===== src/rtl/curve_lut_pkg.sv =====
// Shared constants and FSM state type for the curve LUT slice.
// Imported by curve_lut_dpram and curve_lut_ram.
package curve_lut_pkg;

  localparam int LUT_DEPTH = 256;
  localparam int ADDR_W    = 8;
  localparam int DATA_W    = 8;

  typedef enum logic [1:0] {
    IDLE = 2'd0,
    LOAD = 2'd1,
    PEND = 2'd2
  } state_e;

endpackage


===== src/rtl/curve_lut_dpram.sv =====
// Simple dual-port 512x8 RAM: one write port, one registered read port.
// Ports: clk, we_i/waddr_i/wdata_i write side, raddr_i/rdata_o read side.
module curve_lut_dpram
  import curve_lut_pkg::*;
#(
  parameter int AW = ADDR_W + 1,
  parameter int DW = DATA_W
) (
  input  logic          clk,
  input  logic          we_i,
  input  logic [AW-1:0] waddr_i,
  input  logic [DW-1:0] wdata_i,
  input  logic [AW-1:0] raddr_i,
  output logic [DW-1:0] rdata_o
);

  logic [DW-1:0] mem [2**AW];
  logic [DW-1:0] rdata_q;

  always_ff @(posedge clk) begin
    if (we_i) mem[waddr_i] <= wdata_i;
    rdata_q <= mem[raddr_i];
  end

  assign rdata_o = rdata_q;

endmodule


===== src/rtl/curve_lut_ram.sv =====
// Ping-pong programmable curve LUT: byte-stream load, swap on vsync rise.
// Ports: cfg_* load handshake, swap_done/active_bank status, per_*/post_*
// video in/out (1-cycle latency). Optional CURVE_LUT_BYPASS_EN adds bypass.
module curve_lut_ram
  import curve_lut_pkg::*;
(
  input  logic              clk,
  input  logic              rst,
  input  logic              cfg_start,
  input  logic              cfg_valid,
  input  logic [DATA_W-1:0] cfg_data,
  output logic              cfg_ready,
  output logic              swap_done,
  output logic              active_bank,
`ifdef CURVE_LUT_BYPASS_EN
  input  logic              bypass,
`endif
  input  logic              per_frame_vsync,
  input  logic              per_frame_href,
  input  logic              per_frame_clken,
  input  logic [DATA_W-1:0] per_img_data,
  output logic              post_frame_vsync,
  output logic              post_frame_href,
  output logic              post_frame_clken,
  output logic [DATA_W-1:0] post_img_data
);

  state_e            state_q, state_d;
  logic [ADDR_W-1:0] idx_q, idx_d;
  logic              bank_q, bank_d;
  logic              valid_q, valid_d;
  logic              swap_q, swap;
  logic              we;
  logic              vs_q, hr_q, ck_q;
  logic [DATA_W-1:0] pix_q;
  logic              use_q, use_d;
  logic [DATA_W-1:0] rd_data;
  logic              rise;

  assign rise = per_frame_vsync & ~vs_q;

  always_comb begin
    state_d = state_q;
    idx_d   = idx_q;
    bank_d  = bank_q;
    valid_d = valid_q;
    swap    = 1'b0;
    we      = 1'b0;
    unique case (state_q)
      IDLE: begin
        if (cfg_start) begin
          state_d = LOAD;
          idx_d   = '0;
        end
      end
      LOAD: begin
        if (cfg_start) begin
          idx_d = '0;
        end else if (cfg_valid) begin
          we    = 1'b1;
          idx_d = idx_q + 1'b1;
          if (idx_q == ADDR_W'(LUT_DEPTH - 1)) state_d = PEND;
        end
      end
      PEND: begin
        if (rise) begin
          swap    = 1'b1;
          bank_d  = ~bank_q;
          valid_d = 1'b1;
          state_d = IDLE;
        end
        // A restart landing on the swap edge loads the freshly freed bank.
        if (cfg_start) begin
          state_d = LOAD;
          idx_d   = '0;
        end
      end
      default: state_d = IDLE;
    endcase
  end

`ifdef CURVE_LUT_BYPASS_EN
  assign use_d = valid_q & ~bypass;
`else
  assign use_d = valid_q;
`endif

  always_ff @(posedge clk) begin
    if (rst) begin
      state_q <= IDLE;
      idx_q   <= '0;
      bank_q  <= 1'b0;
      valid_q <= 1'b0;
      swap_q  <= 1'b0;
      vs_q    <= 1'b0;
      hr_q    <= 1'b0;
      ck_q    <= 1'b0;
      pix_q   <= '0;
      use_q   <= 1'b0;
    end else begin
      state_q <= state_d;
      idx_q   <= idx_d;
      bank_q  <= bank_d;
      valid_q <= valid_d;
      swap_q  <= swap;
      vs_q    <= per_frame_vsync;
      hr_q    <= per_frame_href;
      ck_q    <= per_frame_clken;
      pix_q   <= per_img_data;
      // Select is sampled with the pixel so the swap-cycle pixel keeps
      // the old mapping (identity before the first curve).
      use_q   <= use_d;
    end
  end

  curve_lut_dpram u_ram (
    .clk     (clk),
    .we_i    (we),
    .waddr_i ({~bank_q, idx_q}),
    .wdata_i (cfg_data),
    .raddr_i ({bank_q, per_img_data}),
    .rdata_o (rd_data)
  );

  assign cfg_ready        = (state_q == LOAD);
  assign swap_done        = swap_q;
  assign active_bank      = bank_q;
  assign post_frame_vsync = vs_q;
  assign post_frame_href  = hr_q;
  assign post_frame_clken = ck_q;
  assign post_img_data    = use_q ? rd_data : pix_q;

endmodule

===== config.mk =====
export PLATFORM = sky130hd
export DESIGN_NAME = curve_lut_ram
export DESIGN_NICKNAME = d
export VERILOG_FILES = /design/src/rtl/curve_lut_pkg.sv /design/src/rtl/curve_lut_dpram.sv /design/src/rtl/curve_lut_ram.sv
export SDC_FILE = /design/constraint.sdc
export NUM_CORES = 2
export LEC_CHECK = 0
export ABC_CLOCK_PERIOD_IN_PS = 3400
export CORE_MARGIN = 10
export CORE_UTILIZATION = 36
export CTS_CLUSTER_DIAMETER = 40
export CTS_CLUSTER_SIZE = 10
export DETAILED_ROUTE_END_ITERATION = 8
export SYNTH_ARGS = -nofsm -noshare
export SYNTH_HDL_FRONTEND = slang
export SYNTH_SLANG_ARGS = --single-unit

===== constraint.sdc =====
create_clock -name clk -period 3.4 [get_ports clk]
set_input_delay 0.51 -clock clk [delete_from_list [all_inputs] [get_ports clk]]
set_output_delay 0.51 -clock clk [all_outputs]
set_load 0.005 [all_outputs]

==> metrics.md <==
| Metric | Value |
|---|---|
| Final Hold Viols | 0 |
| Post-synth top area share | 75.6% |
| H-tree depth | 6 |
| Clk_lat worst skew | between 1000 and 1500 ps |
| Area of the core | approximately 0.45 mm^2 |
| Register area share after synthesis | ~76% |
| Finished Cell Area | ~0.20 mm^2 |
| Most common cell in the netlist | edfxtp_1 |
| Nets | 9907 |
| Clk_skew | 88.2 ps |
| Routed WL per cell | approximately 30 um |
| Via count | about 92000 |
| Fmax | 302 MHz |
| CTS buffer count | about 560 |
| Postcts setup bufs | 0 |
| PD cells | a little under 600 mW/mm^2 |
| First-pass GRT wire length | roughly 700000 um |
| DRC | 0 |
| Area grow syn2layout | 21.8% |
| Initial antenna violation count | 34 |
| Flops & latches, synth | around 4100 |
| Placer Congestion | 0.876 |
| Final hold slack | between 60 and 70 ps |
| CP Launch Type | input port |
| Io pins | 37 |
| Die Ht | roughly 690 um |
| CTS Sinks | 4129 |
| Area contributors post-synth | edfxtp_1, mux4_2, mux2i_1, nor2_1, o221ai_1 |
| Final core occ | between 40 and 50% |
| Worst Path Required | roughly 4400 ps |
| Hold Crit Endpoint | u_ram.mem[237][6]$_DFFE_PP_ |
| Critical R2R Capture | u_ram.rdata_o[7]$_DFF_P_ |
| Synth cell types | 89 |
| Hold path start | cfg_data[6] |
| Crit path DAT | around 4300 ps |
| Switching power | roughly 26 mW |
| Maximum VDD drop | approximately 560 uV |
| # setup viols final | 0 |
| RSZ-0062 raised after global routing | no |
| IO Port Bufs | 36 |
| Vias per cell | about 5.7 |
| Longest Clk Path Bufs | 4 |
| Worst R2R Path Depth | 7 |
| Switching share of power | between 20 and 25% |
| FF-to-FF Start | active_bank$_SDFFE_PP0P_ |
| Synth top cells by count | edfxtp_1, mux2i_1, nor2_1 |
| Reg clk slew, reported paths | roughly 50 ps |
| TNS Setup | 0 ps |
| Syn nets | between 8000 and 9000 |
| Rows | 246 |
| CTS tree | built |
| Post-Route WL | 488000 um |
| Main synth FF type | edfxtp_1 |
| Dpl hpwl | around 310000 um |
| DR pass1 iterations | 8 |
| Worst Hold Class | in2reg |
| Slew HR | around a quarter |
| Worst setup path class | in2reg |
| Max cap viols | 0 |
| Fin crit share | between 90% and 100% |
| Area leader, netlist | edfxtp_1 |
| Sequential Power Share | between 40 and 50% |
| Min cycle time layout | 3320 ps |
| Combinational power share | 5.0% |
| Mapped Cells | 8365 |
| Number of synthesized flops with an enable pin | between 4000 and 5000 |
| Critical Path Sink Type | flip-flop |
| Vias in the first global route | a little over 90000 |
| Worst-path fanout max | 15 |
| Post-DP Area | approximately 0.18 mm^2 |
| Leakage power | between 60 and 70 nW |
| Yosys warning total | 0 |
| Setup slack, reg-to-reg | approximately 110 ps |
| Routed Antenna Nets | 0 |
| Clock power share | between 40% and 50% |
| Status | finished, final reports clean |
| Pin count of the biggest net entering global routing | 173 |
| Layout cells sized above 1 | between 20% and 30% |
| Initial core utilization | between 30% and 40% |
| Clk root buf | clkbuf_16 |
| Total GRT Usage | 19.6% |
| Worst Hold Depth | 1 |
| Cell Area, Synth | approximately 0.16 mm^2 |
| Fin. max-slew vios | 0 |
| Die Span X | 692 um |
| Initial DRC Count | approximately 12000 |
| Post-Syn Area per Cell | about 19 um^2 |
| Async set-reset flop share out of synthesis | 0% |
| Worst Tran Pin Value | ~1100 ps |
| GRT overflow | 0 |
| Die ar. | ~0.48 mm^2 |
| Pint | around 92 mW |
-- cell families (layout without fill, tap and decap cells) --
| logic type | Yosys count | after routing | share of synthesized area [%] |
|---|---|---|---|
| compound gates | 1022 | 1022 | 4.36 |
| xor+xnor | 6 | 6 | 0.0323 |
| fa+ha+maj | 4 | 4 | 0.0308 |
| buf+inv | 552 | 2407 | 2.24 |
| flops | 4129 | 4129 | 76.0 |
| mux | 1468 | 1468 | 14.1 |
| other cells | 0 | 10 | 0 |
| simple gates | 1184 | 1184 | 3.25 |
-- power by group through the flow --
stage	combinational, mW	sequential, mW	clock, mW
after floorplan	2.73	57.1	0
after global placement	5.77	57.0	0
after detailed placement	5.85	57.0	0
after CTS	5.88	56.0	56.5
after global routing	6.14	56.0	58.7
final	5.92	56.1	55.9
-- worst max-delay path: stages --
cell	delay, ps
dlygate4sd3_1	630
buf_8	240
inv_8	150
buf_12	200
o221ai_1	90
buf_4	190
a2bb2o_1	550
nor4_4	390
buf_4	180
nand4_1	300
nor4_1	390
buf_4	220
o311a_1	170
-- through the flow --
| step | instances | power [mW] | setup slack, ps |
|---|---|---|---|
| 2_1_floorplan | 8365 | 59.8 | 767 |
| 3_3_place_gp | 15300 | 62.8 | -851 |
| 3_5_place_dp | 15300 | 62.9 | -860 |
| 4_1_cts | 16200 | 118 | 34.1 |
| 5_1_grt | 16200 | 121 | 39.9 |
| 6_report | 16200 | 118 | 84.5 |
-- state kept, by name, summed over array words and instances, names as in the netlist --
| name | flops |
|---|---|
| u_ram.mem | 4096 |
| idx_q | 8 |
| pix_q | 8 |
| u_ram.rdata_o | 8 |
| state_q | 2 |
| active_bank | 1 |
| post_frame_clken | 1 |
| post_frame_href | 1 |
| post_frame_vsync | 1 |
| swap_done | 1 |
| use_d | 1 |
| use_q | 1 |
-- metal layers --
metal  vias to the layer above  global-route usage [%]  part of all wire [%]
met1                     48300                    26.2                    39
met4                         4                    7.67                   4.3
met3                       904                    3.79                   9.1
met5                         -                       0                0.0059
met2                      4922                    31.7                    48
li1                      37600                       -                     -
-- area by class of cell --
class,instances,area (um^2)
fillers,38300,251000
flip-flops and latches,4129,124000
multi-input cells,3684,35500
clock buffers,650,14600
repair buffers,1495,13600
well taps,5952,7450
clock inverters,254,3130
inverters,8,45.0
diodes,10,25.0
-- how the worst max path moves through the flow --
| stage | to | cells past startpoint | from | slack, ps |
|---|---|---|---|---|
| floorplan | u_ram.rdata_o[1]$_DFF_P_ | 10 | per_img_data[0] | 770 |
| global placement | u_ram.rdata_o[5]$_DFF_P_ | 12 | per_img_data[0] | -850 |
| detailed placement | u_ram.rdata_o[0]$_DFF_P_ | 13 | per_img_data[0] | -860 |
| CTS | u_ram.rdata_o[0]$_DFF_P_ | 13 | per_img_data[4] | 30 |
| global route | u_ram.rdata_o[5]$_DFF_P_ | 12 | per_img_data[0] | 40 |
| finish | u_ram.rdata_o[0]$_DFF_P_ | 13 | per_img_data[4] | 80 |
-- timing repair --
| action | in CTS | in global routing |
|---|---|---|
| pin swaps | 0 | 0 |
| hold endpoints to repair | 185 | 0 |
| resized for setup | 3 | 3 |
| hold buffers | 10 | 0 |
| endpoints found under the setup margin | 5 | 3 |
-- layout by cell type (no fill, tap or decap), drive strengths merged, types with 8 or more instances in the layout --
cell type and instances:
edfxtp 4096, buf 1465, mux2i 775, clkbuf 650
nor2 637, mux4 634, o221ai 253, o22ai 217
nand2 180, a21oi 167, clkinv 161, o21ai 133
nor3 99, mux2 59, a211oi 59, nand3 51
and2 46, bufinv 43, inv 43, nor4 40
a31oi 34, dfxtp 33, nand4 29, nand2b 21
clkdlybuf4s50 20, o211ai 19, a221oi 19, nor2b 19
clkinvlp 15, diode 10, a22oi 10, o31ai 10
o32ai 10, dlygate4sd3 10, nand3b 9, a2111oi 9
or3 9, a32oi 9, o2bb2ai 8
Note: power is estimated with default switching activity, not from simulation.
